==> src/rtl/tristate_bus_arbiter_pkg.sv <==
// Shared types and constants for the tri-state bus arbiter: FSM state encoding
// and width helpers used to size indices and counters.
package tristate_bus_arbiter_pkg;

  typedef enum logic [1:0] {
    ST_IDLE  = 2'd0,
    ST_GRANT = 2'd1,
    ST_TURN  = 2'd2
  } state_t;

  function automatic int clog2(input int value);
    int result = 0;
    int rem    = value - 1;
    while (rem > 0) begin
      result++;
      rem = rem >> 1;
    end
    return result;
  endfunction

  // A zero-width vector is illegal, so small counts still get one bit.
  function automatic int width_of(input int count);
    return (clog2(count) < 1) ? 1 : clog2(count);
  endfunction

endpackage

==> src/rtl/tristate_bus_arbiter_if.sv <==
// Request/grant bundle between the requesting agents, the arbiter and the
// bank of tri-state buffers it enables.
interface tristate_bus_arbiter_if
  import tristate_bus_arbiter_pkg::*;
#(
  parameter int N = 4
);
  localparam int IW = width_of(N);

  logic [N-1:0]  req;
  logic [N-1:0]  gnt;
  logic [N-1:0]  en;
  logic [IW-1:0] owner;
  logic          busy;

  modport master (input req, output gnt, output en, output owner, output busy);
  modport slave  (output req, input gnt, input en, input owner, input busy);
endinterface

==> src/rtl/tristate_bus_arbiter_rr_priority_picker.sv <==
// Combinational round-robin picker: rotates req so ptr sits at bit 0, finds the
// first set bit, then rotates the index back into requester numbering.
module rr_priority_picker
  import tristate_bus_arbiter_pkg::*;
#(
  parameter int N = 4,
  localparam int IW = width_of(N)
) (
  input  logic [N-1:0]  req,
  input  logic [IW-1:0] ptr,
  output logic [N-1:0]  onehot,
  output logic [IW-1:0] idx,
  output logic          any
);

  logic [N-1:0] rotated;
  int           first;
  int           pos;

  // NOTE: every output and temporary gets a default at the top of the block,
  // so no path can leave a value unassigned and infer a latch.
  always_comb begin
    rotated = N'({req, req} >> ptr);
    any     = |req;
    first   = 0;
    for (int k = N - 1; k >= 0; k--) begin
      if (rotated[k]) first = k;
    end
    pos = first + int'(ptr);
    if (pos >= N) pos = pos - N;
    idx    = any ? IW'(pos) : '0;
    onehot = any ? (N'(1) << pos) : '0;
  end

endmodule

==> src/rtl/tristate_bus_arbiter.sv <==
// Round-robin owner selection for a shared tri-state bus segment, with a bounded
// tenure and a dead turnaround gap (all enables low) between owners.
module tristate_bus_arbiter
  import tristate_bus_arbiter_pkg::*;
#(
  parameter int N        = 4,
  parameter int TURN_CYC = 1,
  parameter int MAX_HOLD = 8
) (
  input logic                   clk,
  input logic                   rst,
  tristate_bus_arbiter_if.master bus
);

  localparam int IW = width_of(N);
  localparam int HW = width_of(MAX_HOLD + 1);
  localparam int TW = width_of(TURN_CYC + 1);
  localparam logic [HW-1:0] HOLD_LAST = HW'((MAX_HOLD == 0) ? 0 : MAX_HOLD - 1);
  localparam logic [TW-1:0] TURN_LAST = TW'(TURN_CYC - 1);

  state_t        state;
  logic [N-1:0]  gnt_q;
  logic [IW-1:0] owner_q;
  logic [IW-1:0] rr_ptr;
  logic [HW-1:0] hold_cnt;
  logic [TW-1:0] turn_cnt;
  logic          busy_q;

  logic [N-1:0]  pick_onehot;
  logic [IW-1:0] pick_idx;
  logic          pick_any;

  rr_priority_picker #(.N(N)) u_picker (
    .req    (bus.req),
    .ptr    (rr_ptr),
    .onehot (pick_onehot),
    .idx    (pick_idx),
    .any    (pick_any)
  );

  logic hold_expired;
  logic turn_done;
  logic may_start;

  assign hold_expired = (MAX_HOLD != 0) && (hold_cnt == HOLD_LAST);
  assign turn_done    = (state == ST_TURN) && (turn_cnt == TURN_LAST);
  assign may_start    = (state == ST_IDLE) || turn_done;

  // NOTE: state is updated only with non-blocking assignments, so every branch
  // below reads the pre-edge values regardless of statement order.
  always_ff @(posedge clk or posedge rst) begin
    if (rst) begin
      state    <= ST_IDLE;
      gnt_q    <= '0;
      owner_q  <= '0;
      rr_ptr   <= '0;
      hold_cnt <= '0;
      turn_cnt <= '0;
      busy_q   <= 1'b0;
    end else if (may_start && pick_any) begin
      state    <= ST_GRANT;
      gnt_q    <= pick_onehot;
      owner_q  <= pick_idx;
      hold_cnt <= '0;
      busy_q   <= 1'b1;
    end else begin
      unique case (state)
        ST_IDLE: busy_q <= 1'b0;
        ST_GRANT: begin
          if (!bus.req[owner_q] || hold_expired) begin
            state    <= ST_TURN;
            gnt_q    <= '0;
            rr_ptr   <= (owner_q == IW'(N - 1)) ? '0 : owner_q + 1'b1;
            turn_cnt <= '0;
          end else if (hold_cnt != '1) begin
            hold_cnt <= hold_cnt + 1'b1;
          end
        end
        ST_TURN: begin
          // The last dead cycle with nobody requesting falls back to idle.
          if (turn_done) begin
            state  <= ST_IDLE;
            busy_q <= 1'b0;
          end else begin
            turn_cnt <= turn_cnt + 1'b1;
          end
        end
        default: begin
          state  <= ST_IDLE;
          gnt_q  <= '0;
          busy_q <= 1'b0;
        end
      endcase
    end
  end

  // Buffer enables are the grant register itself, so they can never disagree.
  assign bus.gnt   = gnt_q;
  assign bus.en    = gnt_q;
  assign bus.owner = owner_q;
  assign bus.busy  = busy_q;

endmodule
==> src/flat_wrapper.sv <==
// flat-port wrapper written by rule: the top's interface ports become plain ports
module tristate_bus_arbiter_flat import tristate_bus_arbiter_pkg::*;
#(
  parameter int N        = 4,
  parameter int TURN_CYC = 1,
  parameter int MAX_HOLD = 8
)
  (clk, rst, bus_req, bus_gnt, bus_en, bus_owner, bus_busy);
  tristate_bus_arbiter_if #(.N(N)) bus_i ();
  input logic clk;
  input logic rst;
  input wire logic [$bits(bus_i.req)-1:0] bus_req;
  output wire logic [$bits(bus_i.gnt)-1:0] bus_gnt;
  output wire logic [$bits(bus_i.en)-1:0] bus_en;
  output wire logic [$bits(bus_i.owner)-1:0] bus_owner;
  output wire logic [$bits(bus_i.busy)-1:0] bus_busy;
  assign bus_i.req = bus_req;
  assign bus_gnt = bus_i.gnt;
  assign bus_en = bus_i.en;
  assign bus_owner = bus_i.owner;
  assign bus_busy = bus_i.busy;
  tristate_bus_arbiter #(.N(N), .TURN_CYC(TURN_CYC), .MAX_HOLD(MAX_HOLD)) u_core (.clk(clk), .rst(rst), .bus(bus_i));
endmodule
==> config.mk <==
export PLATFORM = sky130hd
export DESIGN_NAME = tristate_bus_arbiter_flat
export DESIGN_NICKNAME = d
export VERILOG_FILES = /design/src/rtl/tristate_bus_arbiter_pkg.sv /design/src/rtl/tristate_bus_arbiter_if.sv /design/src/rtl/tristate_bus_arbiter_rr_priority_picker.sv /design/src/rtl/tristate_bus_arbiter.sv /design/src/flat_wrapper.sv
export SDC_FILE = /design/constraint.sdc
export NUM_CORES = 1
export LEC_CHECK = 0
export BUFFER_PORTS_ARGS = -buffer_cell sky130_fd_sc_hd__buf_4
export CAP_MARGIN = 25
export CORE_MARGIN = 2
export CORE_UTILIZATION = 36
export DETAILED_ROUTE_END_ITERATION = 10
export HOLD_SLACK_MARGIN = 0.08
export SLEW_MARGIN = 10
export SYNTH_ARGS = -nofsm -noshare
export SYNTH_HDL_FRONTEND = slang
export SYNTH_SLANG_ARGS = --single-unit
==> constraint.sdc <==
create_clock -name clk -period 2.2 [get_ports clk]
set_input_delay 0.44 -clock clk [delete_from_list [all_inputs] [get_ports clk]]
set_output_delay 0.44 -clock clk [all_outputs]
set_load 0.01 [all_outputs]
==> metrics <==
outcome=finished, final reports clean; via count=751; worst min path class=input port to async pin; RePlAce Congestion=0.7943; # resized after CTS=0; Hold Slack=between 0.2 and 0.25 ns; initial antenna violation count=0; worst reg2reg path endpoint=u_core.bus.en[0]; CTS sink count=16; Syn-to-layout area delta=13.66%; vias in the first global route=740; Slew @ Worst Pin=0.6052 ns; Die Wd=56.90 µm; layout cells sized above 1=0.2759; fmax=531.5 MHz; CP startpoint kind=flop; die span in y=56.90 µm; first-pass GRT wire length=3291 µm; Yosys reg bits=16; Slew headroom=0.5961; most frequent cells in the layout=buf_4, dfrtp_1, nor2_1, nand2_1, a21oi_1; Via density=5.109; worst-path fanout max=7; VDD IR max=0.0005549 V; core area=around 2700 µm²; Worst setup EP type=flop; top_reg_cell synth=dfrtp_1; Final min period=1.882 ns; Post-Syn Area=1007 µm²; number of port buffers=16; initial core utilization=0.3717; Synth top area share=0.3975; Total Neg Setup Slack=0 ns; post-synth net total=112; root buf cell=clkbuf_4; Max clock buf depth=2; H-tree Lvls=1; number of enable flip-flop cells after synthesis=0; total grt overflow=0; final hold viol count=0; Final setup viols=0; Hold Buf Count CTS=0; Mean Syn Cell Area=9.779 µm²; pwr/cell area=1284 nW/µm²; final net count=126; WP data arrival=roughly 2.1 ns; Slew Limit Fails=0; Max-Cap Viols=0; clock skew=0.002855 ns; RSZ-0062 raised after global routing=no; family with the most delay on the worst path=compound AO/OA/AOI/OAI gates; GRT Resource Usage Total=0.1269; DRT iter0 DRCs=21; final wirelength=around 1800 µm; Synth area leaders=dfrtp_1, nor2_1, a21oi_1; CTS tree=built; FF-to-FF Start=u_core.rr_ptr[1]; CP Buf/Inv Count=0; FF-to-FF path depth=8; CTS buffer count=3; DP HPWL=around 1400 µm; largest net degree at the start of global routing=17; Final ANT Viol Nets=0; max incr delay on CP=0.46 ns; cell with the largest stage delay on the worst path=dfrtp_1; CP Data Required Time=2.38 ns; sequential area share after synthesis=0.3975; post-synth cell types=38; Yosys top cell by area=dfrtp_1; Reg clk slew, reported paths=0.09 ns; flop2flop setup slack=0.32 ns; post-synthesis instance total=103; Total Die Area=between 3000 and 4000 µm²; FP Rows=19; P_leak=0.5239 nW; asr flop ratio synth=1.000; diode count=0; drt pass-1 iters=4; DRC viols=0; I/O pins=17; CP Class=flop to flop; Yosys warning total=0; worst path cell trace=o21ai_0 > a21oi_1 > nor3_1 > a21oi_1 > ha_1 > xnor2_1 > xnor2_1 > a22o_1; insertion delay to the later sink of the worst-skew pair=0.28 ns; drt wl/cell=12.21 µm; total setup buffers inserted after CTS=0; Final period util=0.8553
==> synth_stat cells, types with 2 or more instances <==
| cell | n |
|---|---|
| nand2_1 | 9 |
| buf_4 | 4 |
| nand3_1 | 2 |
| o21ai_2 | 2 |
| mux2i_1 | 2 |
| buf_6 | 2 |
| o2bb2ai_1 | 3 |
| nor2_2 | 2 |
| mux2_4 | 2 |
| xor2_1 | 3 |
| a211oi_1 | 2 |
| a22o_1 | 2 |
| inv_1 | 5 |
| a21oi_1 | 8 |
| nand2b_1 | 2 |
| ha_1 | 3 |
| nor2_1 | 12 |
| nor2b_1 | 2 |
| dfrtp_1 | 16 |
| xnor2_1 | 2 |
==> metrics by stage <==
| stage | power [mW] | utilization | setup WS (ns) | instances | cell area (µm²) |
|---|---|---|---|---|---|
| after floorplan | 1.104 | - | 0.3078 | 103 | 1007 |
| after global placement | 1.279 | 0.4090 | 0.1523 | 143 | 1109 |
| after detailed placement | 1.299 | 0.4090 | 0.1309 | 143 | 1109 |
| after CTS | 1.495 | 0.4224 | 0.3038 | 147 | 1145 |
| after global routing | 1.616 | 0.4224 | 0.002499 | 147 | 1145 |
| final | 1.470 | 0.4224 | 0.3184 | 147 | 1145 |
==> cell type report <==
| type | instances | area [µm²] |
|---|---|---|
| inverter | 5 | 18.77 |
| timing repair buffer | 16 | 120.1 |
| fill | 272 | 1565 |
| tap | 31 | 38.79 |
| multi-input combinational | 75 | 530.5 |
| clock buffer | 4 | 36.28 |
| sequential | 16 | 400.4 |
==> how the worst max path moves through the flow <==
| stage | slack, ns | endpoint | depth (start not counted) | from |
|---|---|---|---|---|
| floorplan | 0.31 | u_core.bus.en[0] | 10 | bus_req[0] |
| global placement | 0.15 | u_core.bus.en[0] | 10 | bus_req[0] |
| detailed placement | 0.13 | u_core.bus.en[0] | 10 | bus_req[0] |
| CTS | 0.30 | u_core.bus.en[0] | 8 | u_core.rr_ptr[1] |
| global route | 0.002 | u_core.bus.en[0] | 8 | u_core.rr_ptr[1] |
| finish | 0.32 | u_core.bus.en[0] | 8 | u_core.rr_ptr[1] |
==> state kept, by name, summed over array words and instances, names as in the netlist <==
register,cells
u_core.bus.busy,1
u_core.bus.en,4
u_core.bus.owner,2
u_core.hold_cnt,4
u_core.rr_ptr,2
u_core.state,2
u_core.turn_cnt,1
==> power breakdown <==
part           switching, mW  total (mW)  internal [mW]
Combinational          0.380       0.752          0.372
Clock                 0.0880       0.189          0.101
Sequential             0.137       0.530          0.393
Total                  0.605        1.47          0.866
==> layer usage <==
metal | routed length [µm] | track usage | vias to the layer above
li1 | - | - | 383
met1 | 875 | 0.1710 | 357
met2 | 839 | 0.2053 | 9
met3 | 64 | 0.02304 | 2
met4 | 15 | 0.03987 | 0
met5 | 0 | 0 | -
==> cell families after synthesis <==
kind of cell / share of synthesized area
buf+inv: 0.07577
mux: 0.04969
fa+ha+maj: 0.03727
xor+xnor: 0.04349
compound gates: 0.1988
simple gates: 0.1975
flops: 0.3975
Power figures use the tool's default switching activity.
